## config.mk

```make
export PLATFORM = sky130hd
export DESIGN_NAME = bk_adder_pipe
export DESIGN_NICKNAME = d
export VERILOG_FILES = /design/src/rtl/bk_pkg.sv /design/src/rtl/bk_prefix_cell.sv /design/src/rtl/bk_adder_pipe.sv
export SDC_FILE = /design/constraint.sdc
export NUM_CORES = 1
export LEC_CHECK = 0
export CAP_MARGIN = 20
export CORE_MARGIN = 2
export CORE_UTILIZATION = 59
export CTS_CLUSTER_SIZE = 20
export DETAILED_ROUTE_END_ITERATION = 12
export GPL_TIMING_DRIVEN = 0
export PLACE_DENSITY = 0.85
export SYNTH_ARGS = -nofsm -noshare
export SYNTH_HDL_FRONTEND = slang
export SYNTH_SLANG_ARGS = --single-unit
```

## constraint.sdc

```tcl
create_clock -name clk -period 3.2 [get_ports clk]
set_input_delay 0.64 -clock clk [delete_from_list [all_inputs] [get_ports clk]]
set_output_delay 0.64 -clock clk [all_outputs]
set_load 0.03 [all_outputs]
```

## src/rtl/bk_pkg.sv

```systemverilog
// Shared types and helpers for the pipelined Brent-Kung adder.
// Latency: n/a (package only).
// Backpressure: n/a (package only).
package bk_pkg;

  // Per-stage control payload carried alongside the g/p vectors.
  typedef struct packed {
    logic vld;
    logic c0;
    logic a_msb;
    logic b_msb;
  } bk_ctl_t;

  // Prefix operator (g_hi,p_hi) o (g_lo,p_lo); returns {g, p}.
  function automatic logic [1:0] bk_op(input logic g_hi, input logic p_hi,
                                       input logic g_lo, input logic p_lo);
    return {g_hi | (p_hi & g_lo), p_hi & p_lo};
  endfunction

  // Ceiling log2 for elaboration-time sizing of the prefix tree.
  function automatic int bk_log2(input int w);
    int r;
    r = 0;
    for (int i = 0; i < 31; i++) begin
      if ((1 << i) < w) r = i + 1;
    end
    return r;
  endfunction

endpackage

```

## src/rtl/bk_prefix_cell.sv

```systemverilog
// Two-input black prefix cell combining a high and a low (g,p) group.
// Latency: combinational.
// Backpressure: none.
module bk_prefix_cell
  import bk_pkg::*;
(
  input  logic g_hi,
  input  logic p_hi,
  input  logic g_lo,
  input  logic p_lo,
  output logic g_o,
  output logic p_o
);

  assign {g_o, p_o} = bk_op(g_hi, p_hi, g_lo, p_lo);

endmodule

```

## src/rtl/bk_adder_pipe.sv

```systemverilog
// WIDTH-bit Brent-Kung adder/subtractor with carry, overflow and zero flags.
// Latency: 3 cycles from input accept to out_valid, one result per cycle.
// Backpressure: single global advance; all stages stall while output is held.
module bk_adder_pipe
  import bk_pkg::*;
#(
  parameter int WIDTH = 16
) (
  input  logic             clk,
  input  logic             rst_n,
  input  logic             in_valid,
  output logic             in_ready,
  input  logic [WIDTH-1:0] a,
  input  logic [WIDTH-1:0] b,
  input  logic             cin,
  input  logic             op_sub,
  output logic             out_valid,
  input  logic             out_ready,
  output logic [WIDTH-1:0] sum,
  output logic             cout,
  output logic             ovf,
  output logic             zero
);

  localparam int LOG2W = bk_log2(WIDTH);
  // Up-sweep levels plus down-sweep levels.
  localparam int NLVL  = 2 * LOG2W - 1;

  // Stage registers
  logic [WIDTH-1:0] r_s1_g, r_s1_p;
  bk_ctl_t          r_s1_ctl;
  logic             r_s2_vld, r_s2_a_msb, r_s2_b_msb;
  logic [WIDTH:0]   r_s2_c;
  logic [WIDTH-1:0] r_s2_p;
  logic             r_out_vld;
  logic [WIDTH-1:0] r_sum;
  logic             r_cout, r_ovf, r_zero;

  logic             w_adv;
  logic [WIDTH-1:0] w_b_eff;
  logic             w_c0;
  logic [1:0]       w_fold;
  logic [WIDTH-1:0] w_g_lvl [0:NLVL];
  logic [WIDTH-1:0] w_p_lvl [0:NLVL];
  logic [WIDTH-1:0] w_sum;

  // Whole pipe moves together; no bubble squeezing, so ready depends only on the output side.
  assign w_adv    = !r_out_vld || out_ready;
  assign in_ready = w_adv;

  assign w_b_eff = op_sub ? ~b : b;
  assign w_c0    = op_sub | cin;

  // Stage 1: bitwise generate/propagate and the control bits needed later.
  always_ff @(posedge clk or negedge rst_n) begin
    if (!rst_n) begin
      r_s1_g   <= '0;
      r_s1_p   <= '0;
      r_s1_ctl <= '0;
    end else if (w_adv) begin
      r_s1_ctl.vld <= in_valid;
      if (in_valid) begin
        r_s1_g         <= a & w_b_eff;
        r_s1_p         <= a ^ w_b_eff;
        r_s1_ctl.c0    <= w_c0;
        r_s1_ctl.a_msb <= a[WIDTH-1];
        r_s1_ctl.b_msb <= w_b_eff[WIDTH-1];
      end
    end
  end

  // Carry-in treated as a generate at position -1 and folded into bit 0; bit 0's
  // group propagate then becomes 0, so every tree output g is a true carry.
  assign w_fold     = bk_op(r_s1_g[0], r_s1_p[0], r_s1_ctl.c0, 1'b0);
  assign w_g_lvl[0] = {r_s1_g[WIDTH-1:1], w_fold[1]};
  assign w_p_lvl[0] = {r_s1_p[WIDTH-1:1], w_fold[0]};

  // Brent-Kung tree: levels below LOG2W are the up-sweep, the rest the down-sweep.
  for (genvar lv = 0; lv < NLVL; lv++) begin : g_lvl
    localparam int DIST = (lv < LOG2W) ? (1 << lv) : (1 << (NLVL - 1 - lv));
    for (genvar i = 0; i < WIDTH; i++) begin : g_bit
      localparam bit ACT = (lv < LOG2W) ?
                           (((i + 1) % (2 * DIST)) == 0) :
                           ((((i + 1) % (2 * DIST)) == DIST) && ((i + 1) >= 3 * DIST));
      if (ACT) begin : g_cell
        bk_prefix_cell u_cell (
          .g_hi (w_g_lvl[lv][i]),
          .p_hi (w_p_lvl[lv][i]),
          .g_lo (w_g_lvl[lv][i-DIST]),
          .p_lo (w_p_lvl[lv][i-DIST]),
          .g_o  (w_g_lvl[lv+1][i]),
          .p_o  (w_p_lvl[lv+1][i])
        );
      end else begin : g_pass
        assign w_g_lvl[lv+1][i] = w_g_lvl[lv][i];
        assign w_p_lvl[lv+1][i] = w_p_lvl[lv][i];
      end
    end
  end

  // Stage 2: register the carries into every bit position plus carry-out.
  always_ff @(posedge clk or negedge rst_n) begin
    if (!rst_n) begin
      r_s2_vld   <= 1'b0;
      r_s2_c     <= '0;
      r_s2_p     <= '0;
      r_s2_a_msb <= 1'b0;
      r_s2_b_msb <= 1'b0;
    end else if (w_adv) begin
      r_s2_vld <= r_s1_ctl.vld;
      if (r_s1_ctl.vld) begin
        r_s2_c     <= {w_g_lvl[NLVL], r_s1_ctl.c0};
        r_s2_p     <= r_s1_p;
        r_s2_a_msb <= r_s1_ctl.a_msb;
        r_s2_b_msb <= r_s1_ctl.b_msb;
      end
    end
  end

  assign w_sum = r_s2_p ^ r_s2_c[WIDTH-1:0];

  // Stage 3: final sum and flags; data only changes when a valid item lands.
  always_ff @(posedge clk or negedge rst_n) begin
    if (!rst_n) begin
      r_out_vld <= 1'b0;
      r_sum     <= '0;
      r_cout    <= 1'b0;
      r_ovf     <= 1'b0;
      r_zero    <= 1'b0;
    end else if (w_adv) begin
      r_out_vld <= r_s2_vld;
      if (r_s2_vld) begin
        r_sum  <= w_sum;
        r_cout <= r_s2_c[WIDTH];
        r_ovf  <= (r_s2_a_msb == r_s2_b_msb) && (w_sum[WIDTH-1] != r_s2_a_msb);
        r_zero <= (w_sum == '0);
      end
    end
  end

  assign out_valid = r_out_vld;
  assign sum       = r_sum;
  assign cout      = r_cout;
  assign ovf       = r_ovf;
  assign zero      = r_zero;

endmodule
```

==> reports/metrics.cfg <==
[route]
routed_wl_mm = 9.05
drt_first_pass_iters = 4
routed_via_density = 5.57
drt_iter0_markers = 101
wire_per_inst_um = 16.6
ant_nets = 0
drc = 0
num_vias = 3040

[hold_path]
min_path_type = in2async

[die]
core_mm2 = 0.00687
fp.dieArea_mm2 = 0.00789
io_pins = 59
start_util = 0.618
die_x_um = 88.8
placementRows = 30
fp.dieH_um = 88.8

[worst_setup_path]
rrSetupSlack_ns = 1.63
timing.critical_path.slowest_cell_delay_ns = 0.68
path_max_fanout = 8
critPathArrivalTime_ns = 2.03
crit_required_ns = 2.56
endpoint_kind = primary output
path_cells = clkdlybuf4s50_1, nand2b_1, buf_4, clkdlybuf4s50_1
rr_worst_depth = 7
reg2reg_to = r_s2_p[10]
slowest_stage = clkdlybuf4s50_1
start_kind = input port
rr_startpoint = out_valid
critPathMostFrequentCell = clkdlybuf4s50_1
path_class = in2out
setup.worst_path.start = out_ready
crit_end = in_ready

[global_route]
grt_antenna_before_repair = 0
grt_pass1_wl_mm = 15.1
grt_pass1_vias = 3111
grt_overflow = 0
grtUsageTotal = 0.256
grt_max_degree = 67

[sta]
finalMaxSlewViolations = 0
max_slew_margin = 0.685
worst_pin_slew_ns = 0.473
setup_viol = 0
skew_ns = 0.00872
fmax_mhz = 375
rsz0062_at_grt = no
timing.final.crit_share = 0.834
finalHoldViolations = 0
finalCriticalPeriod_ns = 2.67

[finish]
drive_gt1_frac = 0.189
most-common-layout-cells = dfrtp_1 (92), nand2_1 (87), clkdlybuf4s50_1 (56)
final_common_cell = dfrtp_1
final_cells = 546
final_nets = 499
n_antenna_cell = 0
syn_to_final_growth_pct = 22.1
fin_util = 0.755

[synthesis]
synthTopCellsByArea = dfrtp_1 (54%), mux2_2 (11%), nand2_1 (7.7%)
yosysTopAreaCell = dfrtp_1
syn_inst = 376
synth_top_area_share = 0.542
synth_nets = 430
ys_warn_count = 0
syn_area_mm2 = 0.00425
synth_flop_cell = dfrtp_1
yosysSeqAreaShare = 0.542
ys_types = 45
synth_edf_count = 0
synth_area_per_cell_um2 = 11.3
async_reset_ff_frac = 1.00
ys_ff_latch = 92

[clocking]
cts_made_buffers = 9
cts_tree = done
post_cts_buffers = 0
path_clk_slew_ns = 0.09
cts_max_path_buffers = 2
ctsHoldBuffers = 0
cts_resized = 0
clkLatencyLatePin_ns = 0.36
cts.sink_count = 92
htreeDepth = 3
cts_root_buffer = clkbuf_8

[placement]
placed_cells = 530
port_buffers = 57
gp_congestion = 0.925
dp_hpwl_mm = 6.81

[power]
powerDensity_mw_per_mm2 = 899
peakVddDrop_uv = 386
p_leak_nw = 2.38

[run_status]
outcome = finished, final reports clean

[job]
maxCapViolCount = 0

critical path, delay by kind of cell:
family / cells / cell delay [ns]
buf+inv: 3 / 1.29
simple gates: 1 / 0.10
metal layers:
metal	share of wire	wire (um)	global-route usage	vias up
li1	-	-	-	1428
met1	0.44	4000	0.336	1494
met2	0.50	4550	0.429	98
met3	0.036	328	0.0354	20
met4	0.020	179	0.106	0
met5	0	0	0	-
synth_stat cells, drive strengths merged (2+ instances only):
cell	instances
nand3	3
nand2b	2
or3	2
o21a	2
o311ai	2
a41oi	2
and2	2
nand4	3
inv	4
a21oi	11
and3	2
xnor2	8
o21ai	25
or2	2
a211oi	2
a2bb2oi	2
nor4	2
o211ai	2
ha	16
buf	15
mux2	44
nand2	88
nor2	9
clkbuf	2
dfrtp	92
nor3	2
xor2	24
how the worst min path moves through the flow:
stage	endpoint	from	slack, ns
2_1_floorplan	cout	rst_n	0.34
3_3_place_gp	out_valid	r_s2_vld	0.45
3_5_place_dp	out_valid	r_s2_vld	0.47
4_1_cts	r_s2_p[9]	rst_n	0.20
5_1_grt	r_s1_g[9]	rst_n	0.21
6_report	r_s1_g[9]	rst_n	0.19
power by group:
group | internal, mW | switching (mW) | total [mW] | leakage [nW]
clock | 0.466 | 0.407 | 0.874 | 0.114
combinational | 0.808 | 0.977 | 1.78 | 1.15
sequential | 1.63 | 0.375 | 2.00 | 1.12
total | 2.90 | 1.76 | 4.66 | 2.38
flip-flops by register name (all words and copies together) (netlist names):
signal	flops
r_s2_p	16
r_s2_vld	1
r_s2_a_msb	1
r_s2_c	17
r_s2_b_msb	1
sum	16
ovf	1
cout	1
r_s1_g	16
r_s1_p	16
zero	1
r_s1_ctl	4
out_valid	1
stage by stage:
step                TNS [ns]  power [mW]  instance area, um^2  setup WS [ns]  hold slack (ns)
floorplan                  0        3.12                 4250           1.34            0.344
global placement     -158.93        3.68                 4940          -1.73            0.450
detailed placement         0        3.80                 4960          0.538            0.465
CTS                        0        4.67                 5190          0.524            0.201
global route               0        4.93                 5190          0.487            0.214
finish                     0        4.66                 5190          0.531            0.188
kinds of logic (layout without fill, tap and decap cells):
kind of cell               after synthesis  in the layout  synth area share
buffers and inverters                   21             95            0.0253
xor gates and xnor gates                32             32            0.0660
muxes                                   44             44             0.117
and+or+nand+nor                        117            117             0.119
adders and majority gates               16             16            0.0471
AOI/OAI and AO/OA                       54             54            0.0834
DFF                                     92             92             0.542
final cells by class:
class                      count  area (um^2)
inverter                       4         15.0
fill                         485         1680
multi-input combinational    263         1840
clock inverter                 5         82.6
clock buffer                  11          141
buffer                        17         92.6
sequential                    92         2300
timing repair buffer          58          596
tap                           96          120
Power figures use the tool's default switching activity.
